<file path="src/rtl/video_mux_pkg.sv">
// Shared types and helpers for the frame-safe N-channel video source selector.
package video_mux_pkg;

  typedef enum logic [1:0] {
    ST_INIT   = 2'd0,
    ST_LOCKED = 2'd1,
    ST_DRAIN  = 2'd2,
    ST_GAP    = 2'd3
  } state_t;

  // Widest channel bus / pixel the slice helper handles (16 channels x 64 bits).
  localparam int MAX_BUS_W  = 1024;
  localparam int MAX_DATA_W = 64;

  function automatic logic blank_sync(input logic pol);
    return ~pol;
  endfunction

  function automatic logic [MAX_DATA_W-1:0] ch_slice(input logic [MAX_BUS_W-1:0] bus,
                                                     input int k, input int w);
    return MAX_DATA_W'(bus >> (k * w));
  endfunction

endpackage

</file>
<file path="src/rtl/vs_boundary_det.sv">
// Per-channel frame boundary detector: flags the trailing edge of each vsync pulse.
module vs_boundary_det
  import video_mux_pkg::*;
#(
  parameter int C_NUM_CH           = 4,
  parameter bit C_SYNC_ACTIVE_HIGH = 1'b0
) (
  input  logic                pix_clk,
  input  logic                reset,
  input  logic [C_NUM_CH-1:0] vs_in,
  output logic [C_NUM_CH-1:0] bnd
);

  localparam logic IDLE = blank_sync(C_SYNC_ACTIVE_HIGH);

  logic [C_NUM_CH-1:0] vs_d;

  always_ff @(posedge pix_clk or posedge reset) begin
    if (reset) vs_d <= {C_NUM_CH{IDLE}};
    else       vs_d <= vs_in;
  end

  // Combinational on the live input so the FSM reacts on the edge that ends the pulse.
  always_comb begin
    bnd = '0;
    for (int k = 0; k < C_NUM_CH; k++) begin
      bnd[k] = (vs_d[k] != IDLE) && (vs_in[k] == IDLE);
    end
  end

endmodule

</file>
<file path="src/rtl/video_src_mux.sv">
// Frame-safe N-channel video source selector: switches only on frame boundaries,
// with a blanked gap between sources and a watchdog for a target that never frames.
module video_src_mux
  import video_mux_pkg::*;
#(
  parameter int C_DATA_WIDTH       = 20,
  parameter int C_NUM_CH           = 4,
  parameter int C_SEL_W            = 2,
  parameter bit C_SYNC_ACTIVE_HIGH = 1'b0,
  parameter int C_TIMEOUT_CYC      = 16777215
) (
  input  logic                             pix_clk,
  input  logic                             reset,
  input  logic [C_SEL_W-1:0]               sel,
  input  logic [C_NUM_CH-1:0]              vs_in,
  input  logic [C_NUM_CH-1:0]              hs_in,
  input  logic [C_NUM_CH-1:0]              de_in,
  input  logic [C_NUM_CH*C_DATA_WIDTH-1:0] data_in,
  output logic                             vs_o,
  output logic                             hs_o,
  output logic                             de_o,
  output logic [C_DATA_WIDTH-1:0]          data_o,
  output logic [C_SEL_W-1:0]               active_ch,
  output logic                             switching,
  output logic                             src_lost
);

  localparam logic IDLE  = blank_sync(C_SYNC_ACTIVE_HIGH);
  localparam int   N_IDX = 1 << C_SEL_W;
  localparam int   WD_W  = (C_TIMEOUT_CYC > 1) ? $clog2(C_TIMEOUT_CYC) : 1;
  localparam logic [WD_W-1:0] WD_LAST = WD_W'((C_TIMEOUT_CYC > 0) ? C_TIMEOUT_CYC - 1 : 0);

  logic [C_SEL_W-1:0]      sel_meta, sel_s;
  logic                    sel_valid;
  logic [C_NUM_CH-1:0]     bnd;
  logic [N_IDX-1:0]        bnd_idx, vs_idx, hs_idx, de_idx;
  logic [MAX_BUS_W-1:0]    data_bus;
  logic [C_DATA_WIDTH-1:0] data_sel;
  state_t                  state;
  logic [C_SEL_W-1:0]      cur, tgt;
  logic [WD_W-1:0]         wd;

  always_ff @(posedge pix_clk or posedge reset) begin
    if (reset) begin
      sel_meta <= '0;
      sel_s    <= '0;
    end else begin
      sel_meta <= sel;
      sel_s    <= sel_meta;
    end
  end

  assign sel_valid = (int'(sel_s) < C_NUM_CH);

  vs_boundary_det #(
    .C_NUM_CH           (C_NUM_CH),
    .C_SYNC_ACTIVE_HIGH (C_SYNC_ACTIVE_HIGH)
  ) u_bnd (
    .pix_clk (pix_clk),
    .reset   (reset),
    .vs_in   (vs_in),
    .bnd     (bnd)
  );

  // Pad per-channel vectors to the full index range so cur/tgt index them exactly.
  assign bnd_idx  = N_IDX'(bnd);
  assign vs_idx   = N_IDX'(vs_in);
  assign hs_idx   = N_IDX'(hs_in);
  assign de_idx   = N_IDX'(de_in);
  assign data_bus = MAX_BUS_W'(data_in);
  assign data_sel = C_DATA_WIDTH'(ch_slice(data_bus, int'(cur), C_DATA_WIDTH));

  always_ff @(posedge pix_clk or posedge reset) begin
    if (reset) begin
      state     <= ST_INIT;
      cur       <= '0;
      tgt       <= '0;
      wd        <= '0;
      active_ch <= '0;
      switching <= 1'b1;
      src_lost  <= 1'b0;
    end else begin
      src_lost  <= 1'b0;
      switching <= 1'b1;
      unique case (state)
        ST_INIT: begin
          state <= ST_GAP;
          tgt   <= sel_valid ? sel_s : '0;
          wd    <= '0;
        end
        ST_LOCKED: begin
          if (sel_valid && (sel_s != cur)) begin
            state <= ST_DRAIN;
            tgt   <= sel_s;
          end else begin
            switching <= 1'b0;
          end
        end
        // A cancel wins over the boundary, so the old source runs on without a blank.
        ST_DRAIN: begin
          if (sel_s == cur) begin
            state     <= ST_LOCKED;
            switching <= 1'b0;
          end else if (sel_valid && (sel_s != tgt)) begin
            tgt <= sel_s;
          end else if (bnd_idx[cur]) begin
            state <= ST_GAP;
            wd    <= '0;
          end
        end
        ST_GAP: begin
          if (sel_valid && (sel_s != tgt)) begin
            tgt <= sel_s;
            wd  <= '0;
          end else if (bnd_idx[tgt]) begin
            state     <= ST_LOCKED;
            cur       <= tgt;
            active_ch <= tgt;
            switching <= 1'b0;
          end else if ((C_TIMEOUT_CYC != 0) && (wd == WD_LAST)) begin
            src_lost <= 1'b1;
            wd       <= '0;
          end else begin
            wd <= wd + WD_W'(1);
          end
        end
      endcase
    end
  end

  // Output choice follows the pre-edge state, so the sample that exits GAP is blank.
  always_ff @(posedge pix_clk or posedge reset) begin
    if (reset) begin
      vs_o   <= IDLE;
      hs_o   <= IDLE;
      de_o   <= 1'b0;
      data_o <= '0;
    end else if ((state == ST_LOCKED) || (state == ST_DRAIN)) begin
      vs_o   <= vs_idx[cur];
      hs_o   <= hs_idx[cur];
      de_o   <= de_idx[cur];
      data_o <= data_sel;
    end else begin
      vs_o   <= IDLE;
      hs_o   <= IDLE;
      de_o   <= 1'b0;
      data_o <= '0;
    end
  end

endmodule

</file>
<file path="config.mk">
export PLATFORM = sky130hd
export DESIGN_NAME = video_src_mux
export DESIGN_NICKNAME = d
export VERILOG_FILES = /design/src/rtl/video_mux_pkg.sv /design/src/rtl/vs_boundary_det.sv /design/src/rtl/video_src_mux.sv
export SDC_FILE = /design/constraint.sdc
export NUM_CORES = 1
export LEC_CHECK = 0
export ABC_AREA = 1
export BUFFER_PORTS_ARGS = -buffer_cell sky130_fd_sc_hd__buf_2
export CAP_MARGIN = 40
export CORE_MARGIN = 5
export CORE_UTILIZATION = 52
export DETAILED_ROUTE_END_ITERATION = 8
export GPL_ROUTABILITY_DRIVEN = 1
export GPL_TIMING_DRIVEN = 0
export PLACE_DENSITY = 0.86
export SYNTH_ARGS = -nofsm -noshare
export SYNTH_HDL_FRONTEND = slang
export SYNTH_SLANG_ARGS = --single-unit
</file>
<file path="constraint.sdc">
create_clock -name pix_clk -period 2.1 [get_ports pix_clk]
set_input_delay 0.21 -clock pix_clk [delete_from_list [all_inputs] [get_ports pix_clk]]
set_output_delay 0.21 -clock pix_clk [all_outputs]
set_load 0.02 [all_outputs]
</file>
==> results of run 1 <==
-- final cells by class --
type                    count  area (um2)
repair buffers            130       700.7
multi-input cells         441        2102
clock buffers              10       137.6
inverters                  53       206.4
plain buffers              25       150.1
well taps                 102       127.6
fillers                   626        2544
flip-flops and latches     63        1585
clock inverters             6       93.84
-- critical path: stages (launching register included) --
cell     delay [ps]
dfrtp_1         440
inv_1            90
ha_1            280
nand3_1         150
nand2_2         100
nor2_8          150
nand2_4          70
inv_4           100
buf_4           200
nand3_1         100
nand2_1          80
-- state kept, by name, indices dropped and copies added (netlist names) --
name and count:
cur 2, data_o 20, de_o 1, hs_o 1, sel_meta 2, sel_s 2
src_lost 1, state 2, switching 1, tgt 2, u_bnd.vs_d 4, vs_o 1
wd 24
-- metal layers --
layer  track usage, %  part of all wire [%]  vias up  wire length (um)
li1                 -                     -     2152                 -
met1            28.10                    40     1959              4460
met2            42.57                    51      171              5762
met3            6.286                   6.3       29               714
met4            9.769                   2.9        0               330
met5                0                     0        -                 0
-- stage by stage --
stage	area, um2	setup TNS, ps	worst slack [ps]	utilization (%)	power [uW]
after floorplan	4044	0	331.8	-	3836
after global placement	4782	-23260	-418.1	62.53	4609
after detailed placement	4802	0	301.7	62.79	4690
after CTS	5104	0	295.3	66.74	5934
after global routing	5104	0	65.25	66.74	6369
final	5104	0	265.8	66.74	5935
-- what timing repair did --
item	CTS	global route
hold endpoints to repair	17	0
endpoints found under the setup margin	0	0
hold buffers	7	0
-- cell usage after synthesis (3+ instances only) --
master,number
inv_2,6
nand3_1,65
nor2_1,139
o21ai_0,58
nand2_2,16
buf_2,5
nand2_1,98
a21oi_1,24
dfrtp_1,56
nand4_1,8
clkbuf_1,12
buf_4,4
inv_1,45
nor3_1,4
ha_1,7
nor2_2,3
dfstp_2,7
-- power by group through the flow --
| stage | logic, uW | registers, uW | clock network, uW |
|---|---|---|---|
| 2_1_floorplan | 1930 | 1910 | 0 |
| 3_3_place_gp | 2930 | 1680 | 0 |
| 3_5_place_dp | 3000 | 1690 | 0 |
| 4_1_cts | 3030 | 1670 | 1240 |
| 5_1_grt | 3370 | 1690 | 1300 |
| 6_report | 3050 | 1660 | 1220 |
-- cell families (layout without fill, tap and decap cells) --
| kind of cell | count (synthesis) | after routing |
|---|---|---|
| buffers and inverters | 78 | 224 |
| flip-flops | 63 | 63 |
| XOR/XNOR | 2 | 2 |
| AND/OR/NAND/NOR | 346 | 346 |
| AO/OA/AOI/OAI | 86 | 86 |
| adder cells (fa/ha/maj) | 7 | 7 |
-- cell usage in the layout, fill, tap and decap left out, types with 2 or more instances in the layout --
| master | instances |
|---|---|
| a21oi_1 | 24 |
| and2_1 | 2 |
| buf_12 | 2 |
| buf_2 | 127 |
| buf_4 | 4 |
| bufinv_16 | 2 |
| clkbuf_1 | 12 |
| clkbuf_8 | 10 |
| clkinv_4 | 4 |
| dfrtp_1 | 56 |
| dfstp_2 | 7 |
| dlygate4sd3_1 | 7 |
| ha_1 | 7 |
| inv_1 | 44 |
| inv_2 | 7 |
| nand2_1 | 98 |
| nand2_2 | 16 |
| nand2_4 | 2 |
| nand3_1 | 65 |
| nand4_1 | 8 |
| nor2_1 | 139 |
| nor2_2 | 3 |
| nor2_4 | 2 |
| nor2_8 | 2 |
| nor3_1 | 4 |
| o21ai_0 | 58 |
| o21bai_1 | 2 |
| xnor2_1 | 2 |
-- worst max-delay path by stage --
stage / cells past startpoint / slack, ps / endpoint / startpoint
floorplan: 1 / 330 / cur[0] / reset
global placement: 2 / -420 / data_o[11] / reset
detailed placement: 10 / 300 / wd[16] / state[0]
CTS: 10 / 300 / wd[16] / state[0]
global route: 11 / 70 / wd[14] / wd[1]
finish: 10 / 270 / wd[16] / state[0]
==> impl_metrics.tcl, run 1 <==
set metrics [dict create \
    peakVddDrop_mv 0.7170 \
    syn_to_final_growth_pct 26.21 \
    cts_buffer_depth 2 \
    slew_headroom_pct 50.92 \
    avgSynthCellArea_um2 6.948 \
    required_ps 2390 \
    die_x_um 98.19 \
    p_sw_share_pct 45.46 \
    rows 32 \
    criticalPathCategory "flop to flop" \
    hold_depth 3 \
    ys_warn_count 0 \
    antenna_found_initial 0 \
    start_util_pct 52.88 \
    wl_per_cell_um 13.58 \
    path_max_fanout 10 \
    nets 826 \
    synth_xor_area_share_pct 0.4332 \
    pwr-share-clk_pct 20.5 \
    whs_ps 118.3 \
    vias 4311 \
    leakagePower_uw 0.002521 \
    core_area_mm2 0.007647 \
    r2r-start "state[0]" \
    synth_top_flop_cell "dfrtp_1" \
    synthMuxAreaShare_pct 0 \
    async_flop_share_pct 100.0 \
    vias_per_cell 5.194 \
    layout-drive-gt1-share_pct 26.92 \
    yosys.area_share.simple_pct 38.43 \
    synth_enable_flop_cells 0 \
    ios 123 \
    seqPwrFrac_pct 28.0 \
    pwr-share-comb_pct 51.4 \
    cts.sinks 63 \
    yosysSeqAreaShare_pct 39.20 \
    r2r-end "wd[16]" \
    die_h_um 98.19 \
    rsz0062_at_grt "false" \
    cts_resized 0 \
    synth_top_family_by_area "simple AND/OR/NAND/NOR gates" \
    cts_buffers 9 \
    design.die.area_mm2 0.009640 \
    power_switching_uw 2698 \
    internal-power_uw 3237 \
    grt_pass1_vias 4345 \
    skew_ps 5.343 \
    synth_area_mm2 0.004044 \
    drc 0 \
    port_buffers 122 \
    synth_top_cell_area_share_pct 34.65 \
    fin_crit_ps 1834 \
    placed_cells 807 \
    stdcell_count 830 \
    grt_usage_pct 24.23 \
    start_kind "flop" \
    yosys.area.top_type "dfrtp_1" \
    wl_mm 11.27 \
    synth_compound_area_share_pct 10.95 \
    yosysUniqueCellTypes 36 \
    gr-total-overflow 0 \
    clock_latency_ps 350 \
    netlist_instances 582 \
    post_cts_buffers 0 \
    synthTopCellsByArea "dfrtp_1, nor2_1, nand2_1, nand3_1, o21ai_0" \
    holdPathEnd "hs_o" \
    tritoncts "built" \
    holdCritStartpoint "hs_in[2]" \
    end_kind "flop" \
    clk_pin_slew_worst_paths_ps 70 \
    diodes 0 \
    hpwl_mm 8.675 \
    max_freq_mhz 545.2 \
    worstMarginPinSlew_ps 735.1 \
    min_period_over_period_pct 87.34 \
    ant_nets 0 \
    grt_max_degree 37 \
    drv_cap 0 \
    hp-class "primary input to flop" \
    gp_congestion 0.9528 \
    r2r_slack_ps 270 \
    maxSlewViolCount 0 \
    hold_viol_final 0 \
    root_buffer "clkbuf_8" \
    drtIter0Drc 216 \
    syn_nets 685 \
    arrival_ps 2120 \
    grt_pass1_wl_mm 19.20 \
    status "finished, final reports clean" \
    synth_fa_ha_area_share_pct 2.166 \
    p_per_area_mw_per_mm2 1163 \
    htreeDepth 3 \
    setup_viol 0 \
    ys_ff_latch 63 \
    dr.pass1.iters 5 \
    rr_worst_depth 10 \
]
Note: power is estimated with default switching activity, not from simulation.
==> inputs of run 2 (changes only) <==
--- a/config.mk
+++ b/config.mk
@@ -9,11 +9,12 @@
 export BUFFER_PORTS_ARGS = -buffer_cell sky130_fd_sc_hd__buf_2
 export CAP_MARGIN = 40
 export CORE_MARGIN = 5
-export CORE_UTILIZATION = 52
+export CORE_UTILIZATION = 50
 export DETAILED_ROUTE_END_ITERATION = 8
 export GPL_ROUTABILITY_DRIVEN = 1
 export GPL_TIMING_DRIVEN = 0
-export PLACE_DENSITY = 0.86
+export PLACE_DENSITY = 0.83
+export SKIP_CTS_REPAIR_TIMING = 1
 export SYNTH_ARGS = -nofsm -noshare
 export SYNTH_HDL_FRONTEND = slang
 export SYNTH_SLANG_ARGS = --single-unit
==> impl_metrics.tcl, run 2 (synthesized netlist as in run 1, its figures left out) <==
set metrics [dict create \
    core_area_mm2 0.007807 \
    ant_nets 0 \
    start_util_pct 51.79 \
    regArea_mm2 0.001585 \
    drtIter0Drc 194 \
    fill_cells 690 \
    drc 0 \
    start_kind "flop" \
    r2r-start "state[0]" \
    placed_cells 807 \
    drv_cap 0 \
    layout_commonest_cell "nor2_1" \
    clock_latency_ps 350 \
    gp_congestion 0.9310 \
    hold_viol_final 27 \
    die_h_um 99.93 \
    pwr-share-comb_pct 54.3 \
    maxSlewViolCount 0 \
    cts_buffer_depth 2 \
    design.die.area_mm2 0.009986 \
    mostFrequentLayoutCells "nor2_1, buf_2, nand2_1, nand3_1, o21ai_0" \
    vias_per_cell 5.191 \
    p_per_area_mw_per_mm2 1124 \
    clk_pin_slew_worst_paths_ps 80 \
    cp-startpoint "state[0]" \
    cp_common_cell "nor2_8" \
    criticalPathCategory "flop to flop" \
    rows 32 \
    hpwl_mm 8.788 \
    pwr-share-clk_pct 16.5 \
    grt_pass1_wl_mm 18.69 \
    grt_max_degree 36 \
    leakagePower_uw 0.002482 \
    seqPwrFrac_pct 29.3 \
    root_buffer "clkbuf_8" \
    path_cells "ha_1 -> nand3_4 -> nor2_8 -> nor2_8 -> nand2_4 -> inv_4 -> buf_4 -> nand3_1 -> nand2_1" \
    violations "hold timing" \
    max_stage_delay_ps 450 \
    wl_per_cell_um 13.72 \
    wl_met3_mm 1.014 \
    hp-class "primary input to asynchronous set/reset pin" \
    status "finished, violations left" \
    fin_crit_ps 1845 \
    internal-power_uw 2955 \
    slew_headroom_pct 56.95 \
    fin_setup_tns_ps 0 \
    ios 123 \
    worstMarginPinSlew_ps 644.8 \
    power_switching_uw 2703 \
    die_x_um 99.93 \
    largest-register "wd" \
    gr-total-overflow 0 \
    dr.pass1.iters 5 \
    peakVddDrop_mv 0.6858 \
    path_max_fanout 10 \
    multi_input_area_mm2 0.002102 \
    r2r-end "wd[16]" \
    end_kind "flop" \
    diodes 0 \
    stdcell_count 828 \
    r2r_slack_ps 250 \
    drt-met1-wl_mm 4.321 \
    vias 4298 \
    grt_pass1_vias 4229 \
    critPathCapture "wd[16]" \
    rr_worst_depth 9 \
    max_freq_mhz 542.0 \
    top_layer "met4" \
    syn_to_final_growth_pct 24.50 \
    grt_usage_pct 23.05 \
    cts_buffers 9 \
    rsz0062_at_grt "false" \
    setup_viol 0 \
    whs_ps -59.82 \
    port_buffers 122 \
    p_sw_share_pct 47.78 \
    htreeDepth 3 \
    nets 825 \
    reg.largest.list "wd x24, data_o x20, u_bnd.vs_d x4" \
    largest_reg_flops 24 \
    wl_mm 11.36 \
    layout-drive-gt1-share_pct 26.86 \
    tritoncts "built" \
    required_ps 2330 \
    arrival_ps 2070 \
    wl_met2_mm 5.774 \
    skew_ps 8.060 \
    antenna_found_initial 0 \
    min_period_over_period_pct 87.86 \
    cp_slowest_cell "dfrtp_1" \
    cts.sinks 63 \
]
==> run 2: changes by cell type in the layout (fill, tap and decap cells not counted), sizes merged <==
| cell | previous run | this run |
|---|---|---|
| clkbuf | 22 | 21 |
| bufinv | 2 | 0 |
| clkinvlp | 1 | 3 |
| dlygate4sd3 | 7 | 6 |
==> run 2: how the worst min path moves through the flow <==
stage / startpoint / to / slack [ps] / cells past startpoint
after detailed placement: sel[1] / sel_meta[1] / 320 / 1
after global routing: reset / wd[1] / 9 / 2
final: reset / wd[2] / -60 / 2
after CTS: sel[1] / sel_meta[1] / -50 / 1
after floorplan: vs_in[0] / u_bnd.vs_d[0] / 210 / 0
after global placement: sel[1] / sel_meta[1] / 330 / 1
==> run 2: final cells by class <==
cell class	count	area share [%]
Sequential cell	63	31.49
Clock inverter	6	0.9692
Multi-Input combinational cell	441	41.75
Timing Repair Buffer	129	13.72
Inverter	53	4.100
Clock buffer	9	2.460
Buffer	25	2.982
Tap cell	102	2.535
==> run 2: per-layer routing <==
layer	GRT usage, %	up-vias
li1	-	2145
met1	27.10	1913
met2	40.89	217
met3	5.212	23
met4	8.508	0
met5	0	-
==> run 2: critical path, delay by kind of cell, from the launching register on <==
| kind | cells | cell delay [ps] |
|---|---|---|
| simple gates | 6 | 680 |
| flops | 1 | 450 |
| fa+ha+maj | 1 | 350 |
| buf+inv | 2 | 240 |
==> run 2: power groups by stage <==
| stage | Sequential, uW | Clock (uW) | Combinational [uW] |
|---|---|---|---|
| 2_1_floorplan | 1910 | 0 | 1930 |
| 3_3_place_gp | 1680 | 0 | 2940 |
| 3_5_place_dp | 1680 | 0 | 3040 |
| 4_1_cts | 1660 | 952 | 3050 |
| 5_1_grt | 1690 | 1000 | 3390 |
| 6_report | 1660 | 931 | 3070 |
==> run 2: through the flow <==
step           setup WS, ps  cell area, um2  util, %  hold slack (ps)  total power, uW
6_report              254.9            5035    64.49           -59.82             5659
5_1_grt               36.42            5035    64.49            8.534             6083
4_1_cts               249.5            4975    63.72           -47.21             5665
3_5_place_dp          258.5            4802    61.51            320.3             4721
3_3_place_gp         -423.3            4782    61.25            330.7             4623
2_1_floorplan         331.8            4044        -            214.5             3836
